$ cat config.mk
export PLATFORM = sky130hd
export DESIGN_NAME = time_display_flat
export DESIGN_NICKNAME = d
export VERILOG_FILES = /design/src/rtl/time_display_if.sv /design/src/rtl/time_display.sv /design/src/flat_wrapper.sv
export SDC_FILE = /design/constraint.sdc
export NUM_CORES = 1
export LEC_CHECK = 0
export CAP_MARGIN = 5
export CORE_ASPECT_RATIO = 1.4
export CORE_MARGIN = 8
export CORE_UTILIZATION = 60
export DETAILED_ROUTE_END_ITERATION = 16
export PLACE_DENSITY = 0.92
export SYNTH_ARGS = -nofsm -noshare
export SYNTH_HDL_FRONTEND = slang
export SYNTH_SLANG_ARGS = --single-unit
$ cat constraint.sdc
create_clock -name clk -period 6.01 [get_ports clk]
set_input_delay 0.9015 -clock clk [delete_from_list [all_inputs] [get_ports clk]]
set_output_delay 0.9015 -clock clk [all_outputs]
set_load 0.1 [all_outputs]
$ cat src/rtl/time_display_if.sv
// Timer-to-display bus: binary time and game status in,
// four 7-segment digits plus warn/busy status out.
interface time_display_if #(
  parameter int CONV_BITS = 14
);
  logic [CONV_BITS-1:0] count_time;
  logic                 end_game;
  logic                 menu_or_game;
  logic [1:0]           mode;
  logic [6:0]           hex0;
  logic [6:0]           hex1;
  logic [6:0]           hex2;
  logic [6:0]           hex3;
  logic                 warn;
  logic                 busy;

  modport master (
    output count_time, end_game, menu_or_game, mode,
    input  hex0, hex1, hex2, hex3, warn, busy
  );

  modport slave (
    input  count_time, end_game, menu_or_game, mode,
    output hex0, hex1, hex2, hex3, warn, busy
  );
endinterface

$ cat src/rtl/time_display.sv
// Binary timer to 4-digit 7-segment display via sequential double-dabble.
// Define TIME_DISPLAY_LZB_EN to blank leading zeros on hex3..hex1.
module time_display #(
  parameter int CONV_BITS   = 14,
  parameter int WARN_THRESH = 10,
  parameter int BLINK_HALF  = 6250000
) (
  input logic     clk,
  input logic     rst,
  time_display_if.slave bus
);
  localparam int SW = CONV_BITS + 20;
  localparam int CW = $clog2(CONV_BITS);
  localparam int BW = (BLINK_HALF > 1) ? $clog2(BLINK_HALF) : 1;

  typedef enum logic [1:0] {
    IDLE,
    SHIFT,
    LATCH
  } state_t;

  state_t               state, nxt;
  logic [SW-1:0]        sh, sh_adj;
  logic [CONV_BITS-1:0] last;
  logic [CW-1:0]        bit_cnt;
  logic [3:0][3:0]      dig;
  logic                 busy_q;
  logic [3:0][6:0]      hex_q, dec;
  logic                 warn_q;
  logic [BW-1:0]        blk_cnt;
  logic                 phase;
  logic [15:0]          val;
  logic                 in_warn;

  function automatic logic [6:0] seg7(input logic [3:0] d);
    case (d)
      4'd0:    seg7 = 7'h40;
      4'd1:    seg7 = 7'h79;
      4'd2:    seg7 = 7'h24;
      4'd3:    seg7 = 7'h30;
      4'd4:    seg7 = 7'h19;
      4'd5:    seg7 = 7'h12;
      4'd6:    seg7 = 7'h02;
      4'd7:    seg7 = 7'h78;
      4'd8:    seg7 = 7'h00;
      4'd9:    seg7 = 7'h10;
      default: seg7 = 7'h7F;
    endcase
  endfunction

  always_comb begin
    sh_adj = sh;
    for (int i = 0; i < 5; i++) begin
      if (sh[CONV_BITS+4*i +: 4] >= 4'd5)
        sh_adj[CONV_BITS+4*i +: 4] =
          sh[CONV_BITS+4*i +: 4] + 4'd3;
    end
  end

  always_comb begin
    nxt = state;
    unique case (state)
      IDLE:
        if (bus.count_time != last) nxt = SHIFT;
      SHIFT:
        if (bit_cnt == CW'(CONV_BITS - 1)) nxt = LATCH;
      LATCH:
        nxt = IDLE;
      default:
        nxt = IDLE;
    endcase
  end

  always_ff @(posedge clk or posedge rst) begin
    if (rst) state <= IDLE;
    else     state <= nxt;
  end

  always_ff @(posedge clk or posedge rst) begin
    if (rst) begin
      sh      <= '0;
      last    <= '0;
      bit_cnt <= '0;
      dig     <= '0;
      busy_q  <= 1'b0;
    end else begin
      unique case (state)
        IDLE:
          if (bus.count_time != last) begin
            sh      <= {20'd0, bus.count_time};
            last    <= bus.count_time;
            bit_cnt <= '0;
            busy_q  <= 1'b1;
          end
        SHIFT: begin
          sh      <= {sh_adj[SW-2:0], 1'b0};
          bit_cnt <= bit_cnt + 1'b1;
        end
        LATCH: begin
          // Five BCD digits fit the input; anything past 9999 clips.
          if (sh[SW-1 -: 4] != 4'd0)
            dig <= {4'd9, 4'd9, 4'd9, 4'd9};
          else
            dig <= sh[CONV_BITS +: 16];
          busy_q <= 1'b0;
        end
        default: ;
      endcase
    end
  end

  always_comb begin
    val = 16'(dig[3]) * 16'd1000 + 16'(dig[2]) * 16'd100
        + 16'(dig[1]) * 16'd10 + 16'(dig[0]);
    in_warn = !bus.mode[1] && (val != 16'd0)
            && (val <= 16'(WARN_THRESH));
    for (int i = 0; i < 4; i++) dec[i] = seg7(dig[i]);
`ifdef TIME_DISPLAY_LZB_EN
    if (dig[3] == 4'd0) dec[3] = 7'h7F;
    if (dig[3:2] == 8'd0) dec[2] = 7'h7F;
    if (dig[3:1] == 12'd0) dec[1] = 7'h7F;
`endif
  end

  always_ff @(posedge clk or posedge rst) begin
    if (rst) begin
      hex_q   <= {4{7'h7F}};
      warn_q  <= 1'b0;
      blk_cnt <= '0;
      phase   <= 1'b0;
    end else if (bus.menu_or_game) begin
      hex_q   <= {4{7'h7F}};
      warn_q  <= 1'b0;
      blk_cnt <= '0;
      phase   <= 1'b0;
    end else if (bus.end_game) begin
      hex_q   <= dec;
      warn_q  <= 1'b0;
      blk_cnt <= '0;
      phase   <= 1'b0;
    end else if (in_warn) begin
      warn_q <= 1'b1;
      hex_q  <= phase ? {4{7'h7F}} : dec;
      if (blk_cnt == BW'(BLINK_HALF - 1)) begin
        blk_cnt <= '0;
        phase   <= ~phase;
      end else begin
        blk_cnt <= blk_cnt + 1'b1;
      end
    end else begin
      hex_q   <= dec;
      warn_q  <= 1'b0;
      blk_cnt <= '0;
      phase   <= 1'b0;
    end
  end

  assign bus.hex0 = hex_q[0];
  assign bus.hex1 = hex_q[1];
  assign bus.hex2 = hex_q[2];
  assign bus.hex3 = hex_q[3];
  assign bus.warn = warn_q;
  assign bus.busy = busy_q;
endmodule
$ cat src/flat_wrapper.sv
// flat-port wrapper written by rule: the top's interface ports become plain ports
module time_display_flat 
#(
  parameter int CONV_BITS   = 14,
  parameter int WARN_THRESH = 10,
  parameter int BLINK_HALF  = 6250000
)
  (clk, rst, bus_count_time, bus_end_game, bus_menu_or_game, bus_mode, bus_hex0, bus_hex1, bus_hex2, bus_hex3, bus_warn, bus_busy);
  time_display_if #(.CONV_BITS(CONV_BITS)) bus_i ();
  input logic clk;
  input logic rst;
  input wire logic [$bits(bus_i.count_time)-1:0] bus_count_time;
  input wire logic [$bits(bus_i.end_game)-1:0] bus_end_game;
  input wire logic [$bits(bus_i.menu_or_game)-1:0] bus_menu_or_game;
  input wire logic [$bits(bus_i.mode)-1:0] bus_mode;
  output wire logic [$bits(bus_i.hex0)-1:0] bus_hex0;
  output wire logic [$bits(bus_i.hex1)-1:0] bus_hex1;
  output wire logic [$bits(bus_i.hex2)-1:0] bus_hex2;
  output wire logic [$bits(bus_i.hex3)-1:0] bus_hex3;
  output wire logic [$bits(bus_i.warn)-1:0] bus_warn;
  output wire logic [$bits(bus_i.busy)-1:0] bus_busy;
  assign bus_i.count_time = bus_count_time;
  assign bus_i.end_game = bus_end_game;
  assign bus_i.menu_or_game = bus_menu_or_game;
  assign bus_i.mode = bus_mode;
  assign bus_hex0 = bus_i.hex0;
  assign bus_hex1 = bus_i.hex1;
  assign bus_hex2 = bus_i.hex2;
  assign bus_hex3 = bus_i.hex3;
  assign bus_warn = bus_i.warn;
  assign bus_busy = bus_i.busy;
  time_display #(.CONV_BITS(CONV_BITS), .WARN_THRESH(WARN_THRESH), .BLINK_HALF(BLINK_HALF)) u_core (.clk(clk), .rst(rst), .bus(bus_i));
endmodule
-- After elaboration in Yosys (flattened, before gate mapping)
Memory sizes are Yosys's and may differ from the RTL's.
Cells that the tools add are included.
W data, S select, Z words.
- register bits after elaboration: 124
- memory bits (read-only): 448
- bits of input ports: 20
- output and inout port bits: 30
- memories: 4
- $add $sub $neg: 10
- multipliers: 3
- magnitude comparators: 6
- eq/ne operators: 8
- mux-type cells: 30
- bitwise gates (word level): 1
- reduce and logical (&&, ||, !) cells: 12
- memory list (memory ; depth ; bits a word ; rd ports ; clocked after Yosys merged registers in ; wr ports ; line ; source):
    (name not given) ; 16 ; 7 ; 1 ; 0 ; 0 ; time_display.sv:36 ; case (d)
    (name not given) ; 16 ; 7 ; 1 ; 0 ; 0 ; time_display.sv:36 ;
    (name not given) ; 16 ; 7 ; 1 ; 0 ; 0 ; time_display.sv:36 ;
    (name not given) ; 16 ; 7 ; 1 ; 0 ; 0 ; time_display.sv:36 ;
- operators with widths (operator ; count):
    $mux W28 ; 4
    $mux W23 ; 4
    $pmux W34 S2 ; 1
    $mux W34 ; 1
    $add A23 B1 Y23 const B ; 1
    $eq A23 B23 Y1 const B ; 1
    $ge A4 B3 Y1 const B ; 5
    $mux W4 ; 5
    $add A16 B4 Y16 ; 1
    $add A16 B8 Y16 ; 1
    $add A4 B2 Y4 const B ; 4
    $le A16 B4 Y1 const B ; 1
    $mux W16 ; 1
    $reduce_bool A16 Y1 ; 1
    $add A14 B11 Y15 ; 1
    $ne A14 B14 Y1 ; 1
    $mul A4 B7 Y11 const B ; 1
    $mul A4 B5 Y9 const B ; 1
    $mux W1 ; 8
    $pmux W4 S2 ; 1
    $reduce_and A2 Y1 ; 4
    $mul A4 B3 Y7 const B ; 1
    $add A4 B1 Y4 const B ; 1
    $eq A4 B4 Y1 const B ; 1
    other kinds (15) ; 19

-- Longest topological paths before layout
- depth after elaboration: 10
- mapped depth: 21

-- Least setup slack after synthesis
No wires, ideal clock.
- path kind: register to register
- start point: reg u_core.dig[14] (netlist bit)
- end point: reg u_core.blk_cnt[10]
- data arrival time: 5.383 ns
- data required time: 5.928 ns
- path slack: 0.546 ns
- cell stages (with the launch flop): 22
- path buffers: 2
- clock period less this slack: 5.464 ns
- path through: dfrtp_1 clkbuf_1 inv_1 ha_1 fa_1 inv_1 fa_1 inv_1 ha_1 a21o_1 a31oi_1 nand2_1 xor2_1 ha_1 nand2_1 nand4_1 a2111oi_2 nand4_1 or4b_1 a2111o_1 buf_6 nor3_2
- cells in the longest elaborated chain, start to end: 10
- RTL lines (what ; line ; source):
    start: declaration ; time_display.sv:26 ; logic [3:0][3:0] dig;
    start signal: assignment ; time_display.sv:102 ; dig <= {4'd9, 4'd9, 4'd9, 4'd9};
    start signal: assignment ; time_display.sv:104 ; dig <= sh[CONV_BITS +: 16];
    $mul A4 B7 Y11 * ; time_display.sv:113 ; val = 16'(dig[3]) * 16'd1000 + 16'(dig[2]) * 16'd100
    $add A14 B11 Y15 * ; time_display.sv:113 ;
    $add A16 B8 Y16 * ; time_display.sv:114 ; + 16'(dig[1]) * 16'd10 + 16'(dig[0]);
    $add A16 B4 Y16 * ; time_display.sv:114 ;
    branches (longest 2 deep; another with $le A16 B4 Y1) ; n/a ;
    $logic_and A1 B1 Y1 * ; time_display.sv:116 ; && (val <= 16'(WARN_THRESH));
    $mux W23 * ; time_display.sv:141 ; end else if (in_warn) begin
    $mux W23 * ; time_display.sv:136 ; end else if (bus.end_game) begin
    $mux W23 * ; time_display.sv:131 ; end else if (bus.menu_or_game) begin
    end signal: assignment ; time_display.sv:148 ; blk_cnt <= blk_cnt + 1'b1;
    end: declaration ; time_display.sv:30 ; logic [BW-1:0] blk_cnt;
Every way passes the cells marked *.
A chain may end at the register's enable or synchronous reset.

-- Final worst setup path
- start point: reg u_core.dig[14] (netlist bit)
- end point: reg u_core.blk_cnt[5]
Same word-level chain as after synthesis.

==> results.toml <==
[grt]
grt.total_usage = 0.2149
grt_max_degree = 72
overflow = 0
antenna_found_initial = 0
grtUsageMet2 = 0.3888
grt_pass1_vias = 6437
busiest_layer = "met2"
grt_pass1_wl_mm = 30.17
use_met1 = 0.2280
grt_use_met3 = 0.03967

[setup_path]
r2r-start = "u_core.dig[14]"
worstPathMaxFanout = 15
timing.rr.end = "u_core.blk_cnt[5]"
r2r_slack_ns = 0.38
crit_type = "reg -> reg"
reg2reg_depth = 20
worstPathRequired_ns = 6.34
path_cells = "inv_1, ha_1, fa_1, inv_1, fa_1, inv_1, ha_1, a21o_1, a31oi_1, nand2_1, xor2_1, ha_1, nor4_1, nand4_1, a2111oi_2, nand4_1, or4b_1, a2111o_2, buf_4, nor3_2"
cp-start-kind = "flip-flop"
critPathMaxStageDelay_ns = 0.54
endpoint_kind = "flip-flop"
crit_arrival_ns = 5.97
worst_path_max_delay_cell = "fa_1"

[place]
gp_congestion = 0.8633
dp_hpwl_mm = 12.14
placed_area_sq_um = 8578
dp_slack_ns = 0.2947
port_buffers = 48

[layout]
seqCellArea_sq_um = 3138
final_common_cell = "nand2_1"
fin_nets = 974
finalCoreUtilization = 0.7167
final_cell_mix = "105 x nand2_1, 96 x dfrtp_1, 82 x ha_1"
multi_input_area_sq_um = 4508
antennaDiodeCount = 0
final_area_sq_um = 9228
area_growth_pct = 16.32
drive_gt1_frac = 0.1401
fillers = 825

[floorplan]
num_rows = 49
io_pins = 50
die_h_microns = 152.1
die_area_sq_um = 17210
core_area_sq_um = 12870
start_util = 0.6161
die_w_microns = 113.2

[min_path]
hp-start = "u_core.sh[9]"
holdPathEnd = "u_core.sh[9]"
whs_path_depth = 2
min_path_type = "reg -> reg"

[detailed_routing]
wl_mm = 18.04
post_drt_wl_per_cell_microns = 17.62
ant_nets = 0
vias = 6313
dr.pass1.iters = 5
drcViolationCount = 0
vias_per_cell = 6.165
drtIter0Drc = 444

[synthesis]
postSynth.asyncResetShare = 1.000
synth_adder_area_share = 0.1621
muxShareOfSynthArea = 0.02539
ys.flop_type = "dfrtp_1"
synth_compound_area_frac = 0.1322
synth_cell_type_count = 56
yosysWarningCount = 0
syn_inst = 808
ys_seq_elements = 124
syn_area_per_cell_sq_um = 9.818
synthXorXnorAreaFrac = 0.06956
syn_nets = 923
synth_top_family_by_area = "simple AND/OR/NAND/NOR gates"
netlist_area_sq_um = 7933
synth-edff-count = 0
yosysSeqAreaShare = 0.3956
synth-simple-area-share = 0.1767

[clocking]
cts_buffers = 17
h-tree-depth = 4
clock-sinks = 124
ctsRootBufferMaster = "clkbuf_16"
cts.clk_slew.worst_paths_ns = 0.06
clock_latency_ns = 0.43
cts_buffer_depth = 2
cts_tree = "built"
cts_hold_buf = 0

[run_status]
status = "finished clean"

[timing]
finalSetupViolCount = 0
min_period_over_period = 0.9375
finalMaxSlewViolations = 0
setup_slack_ns = 0.3757
setup_tns_ns = 0
fmaxAchievable_ghz = 0.1775
hold_violations = 0
grt_setup_unrepaired = "false"
tightest_slew_ns = 1.096
skew_ns = 0.01106
min_period_ns = 5.634
timing.slew.headroom = 0.2666

[flow_run]
cap_viol_max_count = 0
## how the worst max path moves through the flow
stage,from,to,cells past startpoint
finish,u_core.dig[14],u_core.blk_cnt[5],20
global route,u_core.dig[14],u_core.blk_cnt[17],20
CTS,u_core.dig[14],u_core.blk_cnt[5],20
detailed placement,u_core.dig[14],u_core.blk_cnt[22],20
global placement,u_core.dig[14],u_core.blk_cnt[22],20
floorplan,u_core.dig[14],u_core.blk_cnt[10],21
## stage by stage
step / hold slack (ns) / std cells
6_report: 0.4799 / 1024
5_1_grt: 0.4908 / 1024
4_1_cts: 0.4759 / 1019
3_5_place_dp: 0.4562 / 988
3_3_place_gp: 0.4501 / 988
2_1_floorplan: 0.4337 / 808
## critical path, delay by kind of cell (launching register included)
kind | cells | cell delay, ns
AO/OA/AOI/OAI | 4 | 1.27
XOR/XNOR | 1 | 0.15
adder cells (fa/ha/maj) | 5 | 1.89
buffers and inverters | 4 | 0.53
flip-flops | 1 | 0.40
AND/OR/NAND/NOR | 6 | 1.28
## routing by layer
metal	up-vias	wire, microns
li1	2936	-
met1	3077	6732
met2	243	9707
met3	57	912
met4	0	687
met5	-	0
## cell usage after synthesis (2+ instances only)
cell / instances / area [sq um]
and3_1: 5 / 31.28
a22o_1: 3 / 26.28
a21o_1: 7 / 52.55
xor2_1: 32 / 280.3
nand3b_1: 9 / 67.56
nor4b_1: 2 / 17.52
o22a_1: 2 / 17.52
a311o_1: 2 / 20.02
o211ai_1: 4 / 30.03
a22oi_1: 18 / 135.1
xnor2_1: 31 / 271.5
nand3_1: 15 / 75.07
nand2b_1: 12 / 75.07
nor2b_1: 10 / 62.56
and2_1: 3 / 18.77
nand2_1: 105 / 394.1
dfrtp_1: 96 / 2402
o22ai_1: 23 / 143.9
inv_1: 43 / 161.4
a21oi_1: 43 / 215.2
o32ai_1: 3 / 26.28
buf_6: 2 / 22.52
a21boi_0: 3 / 22.52
nor2_1: 45 / 168.9
o31ai_1: 8 / 60.06
nand4_1: 14 / 87.58
a31oi_1: 6 / 37.54
nor4_1: 8 / 50.05
nor3_2: 19 / 190.2
a211oi_1: 8 / 60.06
nor3_1: 9 / 45.04
buf_1: 4 / 15.01
dfstp_2: 28 / 735.7
or2_2: 3 / 18.77
a32o_1: 5 / 50.05
mux2_2: 17 / 191.4
o21ai_0: 20 / 100.1
clkbuf_1: 27 / 101.4
ha_1: 82 / 1026
nor3b_1: 4 / 30.03
fa_1: 13 / 260.3
## registers in the layout, indices dropped and copies added (netlist names)
signal,cells
u_core.sh,34
u_core.bus.hex0,7
u_core.bus.busy,1
u_core.dig,16
u_core.bus.hex3,7
u_core.bus.warn,1
u_core.last,14
u_core.blk_cnt,23
u_core.bit_cnt,4
u_core.state,2
u_core.bus.hex1,7
u_core.phase,1
u_core.bus.hex2,7
## layout make-up
class / instances / area share
Tap cell: 153 / 0.02075
Clock inverter: 14 / 0.02007
Sequential cell: 124 / 0.3401
Multi-Input combinational cell: 607 / 0.4885
Timing Repair Buffer: 66 / 0.06671
Inverter: 43 / 0.01776
Clock buffer: 17 / 0.04610
## cell families (layout without fill, tap and decap cells)
logic type	after synthesis	in the layout
AOI/OAI and AO/OA	160	160
DFF	124	124
muxes	18	18
adders and majority gates	95	95
xor gates and xnor gates	63	63
buffers and inverters	77	140
and+or+nand+nor	271	271
## repair_timing
action | 4_1_cts | 5_1_grt
buffers inserted | 0 | 5
resized for setup | 0 | 1
setup endpoints to repair | 0 | 15
Power is left out: the tool's default activity adds up to more than one toggle a clock period on the data nets, which glitch-free logic cannot reach.
